File: src/rtl/p_flags_unit.sv
// p_flags_unit: 6502-style processor status register (N V - B D I Z C).
// Holds the six architectural flags and the interrupt mask that the
// interrupt arbiter samples at instruction boundaries. It also produces the
// carry-in and decimal-adjust controls for the ALU.
// Optional feature macro: CMOS_DEC_CLEAR_EN. When it is defined, interrupt
// entry also clears D (65C02). When it is undefined, D is left unchanged (NMOS).
module p_flags_unit (
  input  logic       clk,
  input  logic       reset,
  input  logic       sync,
  input  logic       alu_y7,
  input  logic       alu_z,
  input  logic       alu_c,
  input  logic       alu_v,
  input  logic [7:0] db_in,
  input  logic       ld_nz,
  input  logic       ld_c,
  input  logic       ld_v,
  input  logic       ld_bit,
  input  logic       ld_p_db,
  input  logic [2:0] flag_op,
  input  logic       int_entry,
  input  logic       hw_int,
  input  logic       alu_sub,
  output logic [7:0] p_out,
  output logic       c_out,
  output logic       dec_add,
  output logic       dec_sub,
  output logic       irq_mask
);

  localparam logic [2:0] OP_CLC = 3'b001;
  localparam logic [2:0] OP_SEC = 3'b010;
  localparam logic [2:0] OP_CLI = 3'b011;
  localparam logic [2:0] OP_SEI = 3'b100;
  localparam logic [2:0] OP_CLD = 3'b101;
  localparam logic [2:0] OP_SED = 3'b110;
  localparam logic [2:0] OP_CLV = 3'b111;

  logic n_q, v_q, d_q, i_q, z_q, c_q, mask_q;
  logic n_nx, v_nx, d_nx, i_nx, z_nx, c_nx, mask_nx;

  // Bits 5:4 of a pulled status byte have no storage behind them.
  logic unused_db;
  assign unused_db = ^db_in[5:4];

  // Next-flag selection: int_entry > ld_p_db > ALU/BIT loads > flag_op.
  always_comb begin
    n_nx = n_q;
    v_nx = v_q;
    d_nx = d_q;
    i_nx = i_q;
    z_nx = z_q;
    c_nx = c_q;
    if (int_entry) begin
      i_nx = 1'b1;
`ifdef CMOS_DEC_CLEAR_EN
      d_nx = 1'b0;
`else
      d_nx = d_q;
`endif
    end else if (ld_p_db) begin
      n_nx = db_in[7];
      v_nx = db_in[6];
      d_nx = db_in[3];
      i_nx = db_in[2];
      z_nx = db_in[1];
      c_nx = db_in[0];
    end else begin
      if (ld_nz) begin
        n_nx = alu_y7;
        z_nx = alu_z;
      end
      if (ld_c) c_nx = alu_c;
      if (ld_v) v_nx = alu_v;
      // BIT operand bits take N and V even when the ALU also loads N,Z.
      if (ld_bit) begin
        n_nx = db_in[7];
        v_nx = db_in[6];
      end
      // A flag op yields to any same-cycle load of its own flag.
      case (flag_op)
        OP_CLC:  if (!ld_c) c_nx = 1'b0;
        OP_SEC:  if (!ld_c) c_nx = 1'b1;
        OP_CLI:  i_nx = 1'b0;
        OP_SEI:  i_nx = 1'b1;
        OP_CLD:  d_nx = 1'b0;
        OP_SED:  d_nx = 1'b1;
        OP_CLV:  if (!(ld_v || ld_bit)) v_nx = 1'b0;
        default: ;
      endcase
    end
  end

  // The mask samples the registered I at instruction boundaries. A change to I
  // in the boundary cycle itself becomes visible at the next boundary.
  always_comb begin
    mask_nx = mask_q;
    if (int_entry) mask_nx = 1'b1;
    else if (sync) mask_nx = i_q;
  end

  // Flag and mask registers; reset overrides every load in the same cycle.
  always_ff @(posedge clk) begin
    if (reset) begin
      n_q    <= 1'b0;
      v_q    <= 1'b0;
      d_q    <= 1'b0;
      i_q    <= 1'b1;
      z_q    <= 1'b0;
      c_q    <= 1'b0;
      mask_q <= 1'b1;
    end else begin
      n_q    <= n_nx;
      v_q    <= v_nx;
      d_q    <= d_nx;
      i_q    <= i_nx;
      z_q    <= z_nx;
      c_q    <= c_nx;
      mask_q <= mask_nx;
    end
  end

  // Status byte view: bit 5 is always 1, and B reflects the push source.
  always_comb begin
    p_out = {n_q, v_q, 1'b1, ~hw_int, d_q, i_q, z_q, c_q};
  end

  assign c_out    = c_q;
  assign dec_add  = d_q & ~alu_sub;
  assign dec_sub  = d_q & alu_sub;
  assign irq_mask = mask_q;

endmodule

File: config.mk
export PLATFORM = sky130hd
export DESIGN_NAME = p_flags_unit
export DESIGN_NICKNAME = d
export VERILOG_FILES = /design/src/rtl/p_flags_unit.sv
export SDC_FILE = /design/constraint.sdc
export NUM_CORES = 1
export LEC_CHECK = 0
export BUFFER_PORTS_ARGS = -buffer_cell sky130_fd_sc_hd__buf_2
export CAP_MARGIN = 30
export CORE_UTILIZATION = 38
export CTS_BUF_LIST = sky130_fd_sc_hd__clkbuf_16
export DETAILED_ROUTE_END_ITERATION = 8
export PLACE_DENSITY = 0.81
export RECOVER_POWER = 100
export SLEW_MARGIN = 20
export SYNTH_ARGS = -nofsm -noshare
export SYNTH_HDL_FRONTEND = slang
export SYNTH_SLANG_ARGS = --single-unit
File: constraint.sdc
create_clock -name clk -period 1.45 [get_ports clk]
set_clock_uncertainty 0.15 [all_clocks]
set_input_delay 0.29 -clock clk [delete_from_list [all_inputs] [get_ports clk]]
set_output_delay 0.29 -clock clk [all_outputs]
set_load 0.1 [all_outputs]
Word-level counts from Yosys, hierarchy flattened
Index checks and enable logic that the tools add are counted.

storage, ports and cells
  register bits = 7
  latch bits = 0
  RAM bits = 0
  memory bits (read-only) = 0
  input port bits = 26
  output and inout port bits = 12
  logic and storage cells = 47
  memories kept = 0

operators by class
  add/subtract/negate cells = 0
  $mul = 0
  divide/modulo/power cells = 0
  magnitude comparators = 0
  equality and inequality tests = 7
  shift operators = 0
  multiplexer cells = 19
  bitwise operators = 5
  reductions and logical operators = 9

operators with widths
  cell                                                 count
  two-way mux 1 bit                                    16
  equality test 3 bit, second input constant           4
  nonzero test 3 bit                                   3
  equality test 3 x 2 -> 1 bit, second input constant  2
  case mux 1 bit (2 select lines)                      3
  AND reduction 2 bit                                  3
  equality test 3 x 1 -> 1 bit, second input constant  1
  NOT 1 bit                                            3
  AND 1 bit                                            2
  nonzero test 2 bit                                   1
  OR reduction 2 bit                                   1
  logical OR 1 bit                                     1

Logic depth before layout (Yosys ltp)
  depth in word-level cells = 5
  depth in mapped cells = 4
  mapped depth without buffers = 3

Least setup slack after synthesis
OpenSTA, ideal clock, no wires.

  kind = flip-flop to output port
  start = reg d_q
  end = out dec_add
  arrival = 1,692 ps
  data required time = 1,010 ps
  setup slack = -682 ps
  stages on the path, launching flop included = 2
  buffers on the path = 0
  cell sequence = dfxtp_1 -> nor2b_1

between the ends
  word-level cells in the longest chain between the ends = 1

ends and longest elaborated chain
  element                 RTL line  RTL
  from (decl)             40        logic n_q, v_q, d_q, i_q, z_q, c_q, mask_q;
  from (signal assigned)  116       d_q <= d_nx;
  AND 1 bit               130       assign dec_add = d_q & ~alu_sub;
  to (decl)               27        output logic dec_add,

Every way passes these cells.

Worst setup path in the final report
  start = reg i_q
  end = out p_out[2]

RTL lines
  element                 RTL line  RTL
  from (decl)             40
  from (signal assigned)  117       i_q <= i_nx;
  to (decl)               25        output logic [7:0] p_out,

No word-level cell between the ends.

==> results.txt <==
----------------------------------------------------
[Clock tree]
  Clk Latency, worst-skew pair ... 230 ps
  Clk buf depth ... 2
  Count of clock tree sinks ... 7
  Clock input transition at the sequential cells of the worst setup and hold paths ... ~40 ps
  Count of hold buffers inserted by post-cts repair ... 0
  Number of post-CTS setup repair buffers ... 0
  Post-CTS sizing ... 1
  Total number of H-tree levels ... 1
  Cell at the root of the clock tree ... sky130_fd_sc_hd__clkbuf_16
  TritonCTS buffer count ... 3
  CTS tree ... built

[Synth]
  Predominant post-synthesis flop cell ... sky130_fd_sc_hd__dfxtp_1
  Number of distinct library cells after synthesis ... 33
  Yosys top cell by area ... sky130_fd_sc_hd__dfxtp_1
  Syn_nets ... just under 90
  Count of flip-flops with a built-in enable after synthesis ... 0
  Share of the yosys chip area belonging to registers ... between 20% and 30%
  Cells after Synth ... 62
  Post-synthesis average cell area ... about 8.3 um2
  Post-synth ARST share ... 0%
  Yosys warning count ... 0
  Mapped cell area ... roughly 520 um2
  Area fraction of the dominant cell type after synthesis ... 27.2%
  Number of synthesized register bits ... 7
  Commonest cells post-synth ... 7 x sky130_fd_sc_hd__buf_4, 7 x sky130_fd_sc_hd__dfxtp_1, 4 x sky130_fd_sc_hd__inv_1, 4 x sky130_fd_sc_hd__nand2_1
  Ranking of synthesized cells by area ... sky130_fd_sc_hd__dfxtp_1 27%, sky130_fd_sc_hd__buf_4 10%, sky130_fd_sc_hd__and4bb_2 4.9%, sky130_fd_sc_hd__mux2i_1 3.9%, sky130_fd_sc_hd__nand2b_1 3.6%

[Routing]
  DRC ... 0
  Vias per inst ... ~5.4
  Pre-antenna DRT Iters ... 4
  Per-cell routed wire length ... 13.8 um
  Violation count after the first detailed-routing iteration ... 16
  Overall routed net length ... between 1000 and 1500 um
  Total vias in the final route ... 575
  DRT antenna net count ... 0

[Cells and area]
  Number of fill cells ... about 110
  Share of post-route cells with drive strength above 1 ... between 40% and 50%
  Flip-flop and latch area ... between 100 and 150 um2
  Area taken by multi-input logic gates ... roughly 300 um2
  Area growth from synthesis to final layout ... 48.3%
  Fraction of the core area covered by cells at the end of the flow ... between 60% and 70%
  Cell Count, Final, Fillers Out ... 106
  Antenna diode instance count ... 0
  Final net count ... between 100 and 150

[Critical path]
  Maximum fanout count along the critical path ... 4
  Kind of start point of the critical path ... register
  Critical path arrival ... around 950 ps
  Required time of the worst setup path ... 1010 ps
  Reg2Reg Depth ... 2
  Minimum setup slack among reg-to-reg paths ... 390 ps
  Dominant delay contributor by cell family on the critical path ... flip-flops
  Worst setup startpoint ... i_q
  Ordered cell list for the critical path ... clkbuf_4
  Crit Path Class ... reg -> out
  End of the critical path ... p_out[2]
  Largest incremental delay on the critical path ... roughly 370 ps
  Worst reg2reg endpoint ... c_out
  Cell type of the slowest stage on the worst timing path ... sky130_fd_sc_hd__dfxtp_1
  Startpoint of the lowest-slack register-to-register path ... c_out
  Cell depth of the worst setup path ... 1
  Endpoint kind of the worst setup timing path ... primary output
  Worst path bufs/invs ... 1

[Global route]
  Largest net degree at the start of global routing ... 15
  First-pass GRT wire length ... ~2100 um
  Leftover overflow at the end of global routing ... 0
  Initial antenna violation count ... 0
  Tot GR Track Use ... 21.1%
  Vias in the first global route ... 506

[Placed design]
  Weighted congestion reported at the end of routability-driven placement ... between 0.6 and 0.7
  HPWL reported at the end of detailed placement ... between 900 and 1000 um
  Instance count after placement with tap cells included ... ~100
  Port Buffer Count ... 34

[Floorplan]
  Initial Utilization ... 43.5%
  Ports ... 38
  Core ar. ... 1190 um2
  Die span in x ... 38.8 um
  Std cell rows ... 12
  Floorplan die area ... 1510 um2
  DIE HEIGHT ... a little under 40 um

[Outcome]
  Status ... complete, no violations

[Timing]
  Max Clock Freq ... about 720 MHz
  Worst slew pin tran ... 560 ps
  Count of final max-slew check failures ... 0
  Endpoints failing hold ... 0
  Number of setup violations in the final report ... 0
  Part of the cycle the worst path needs ... 95.9%
  Sum of negative setup slack ... 0 ps
  Unrepaired setup endpoints after global routing ... no
  Period minus WS final ... roughly 1400 ps
  Relative slew slack ... 62.7%

[Power]
  Power Dens Cells ... approximately 1200 nW/um2
  Total power after layout ... roughly 0.95 mW
  Peak supply drop ... between 600 and 700 uV
  Pleak ... about 0.35 nW

[Worst hold path]
  Tightest Hold Check Type ... in -> reg
  Number of cells on the worst hold path ... 3

[Job]
  Max-cap viol count ... 0

----------------------------------------------------
-- logic make-up after synthesis --
logic type / Yosys count / synth area share [%]
XOR/XNOR: 1 / 1.70
AND/OR/NAND/NOR: 23 / 28.2
flip-flops: 7 / 27.2
buffers and inverters: 12 / 15.3
multiplexers: 2 / 3.88
other: 1 / 0.727
AO/OA/AOI/OAI: 16 / 23.1
-- state kept, by name (all words and copies together), names as in the netlist --
name	flops
d_q	1
z_q	1
v_q	1
irq_mask	1
n_q	1
i_q	1
c_out	1
-- metrics by stage --
step                instance area [um2]  hold slack [ps]  setup slack [ps]
detailed placement                  817              361              27.8
CTS                                 898              150              56.2
finish                              764              152              58.9
global route                        764              159              48.7
floorplan                           528              209              75.1
global placement                    817              353              99.4
-- worst min-delay path by stage --
stage | to | start
floorplan | d_q | reset
global placement | i_q | db_in[2]
detailed placement | i_q | db_in[2]
CTS | irq_mask | sync
global route | irq_mask | sync
finish | irq_mask | sync
-- final cells by class --
cell class              count  share of cell area (%)
clock buffers               3                    9.82
repair buffers             34                    26.4
inverters                   4                    1.96
clock inverters             1                   0.655
multi-input cells          43                    39.9
well taps                  14                    2.29
flip-flops and latches      7                    19.0
-- cell usage in the layout (no fill, tap or decap), types with 2 or more instances in the layout --
master | Yosys | layout
sky130_fd_sc_hd__and4bb_2 | 2 | 2
sky130_fd_sc_hd__o21ai_0 | 1 | 2
sky130_fd_sc_hd__inv_1 | 4 | 4
sky130_fd_sc_hd__nand3_1 | 2 | 2
sky130_fd_sc_hd__o221ai_1 | 2 | 2
sky130_fd_sc_hd__clkbuf_16 | 0 | 3
sky130_fd_sc_hd__a21oi_1 | 3 | 3
sky130_fd_sc_hd__nand2b_1 | 3 | 3
sky130_fd_sc_hd__mux2i_1 | 2 | 2
sky130_fd_sc_hd__dfxtp_1 | 7 | 5
sky130_fd_sc_hd__buf_2 | 0 | 22
sky130_fd_sc_hd__nand2_1 | 4 | 4
sky130_fd_sc_hd__nor2_1 | 3 | 3
sky130_fd_sc_hd__buf_6 | 1 | 2
sky130_fd_sc_hd__clkbuf_4 | 0 | 6
sky130_fd_sc_hd__buf_4 | 7 | 2
-- power by group --
group          switching [mW]  internal (mW)
Clock                   0.104          0.362
Sequential            0.00973          0.205
Combinational           0.195         0.0725
Total                   0.309          0.640
-- layer usage --
layer / vias to the layer above / share of wire [%] / track usage [%]
met4: 0 / 0.95 / 7.76
li1: 276 / - / -
met5: - / 0 / 0
met3: 2 / 5.7 / 5.20
met2: 25 / 51 / 37.9
met1: 272 / 42 / 23.6
Note: power is estimated with default switching activity, not from simulation.
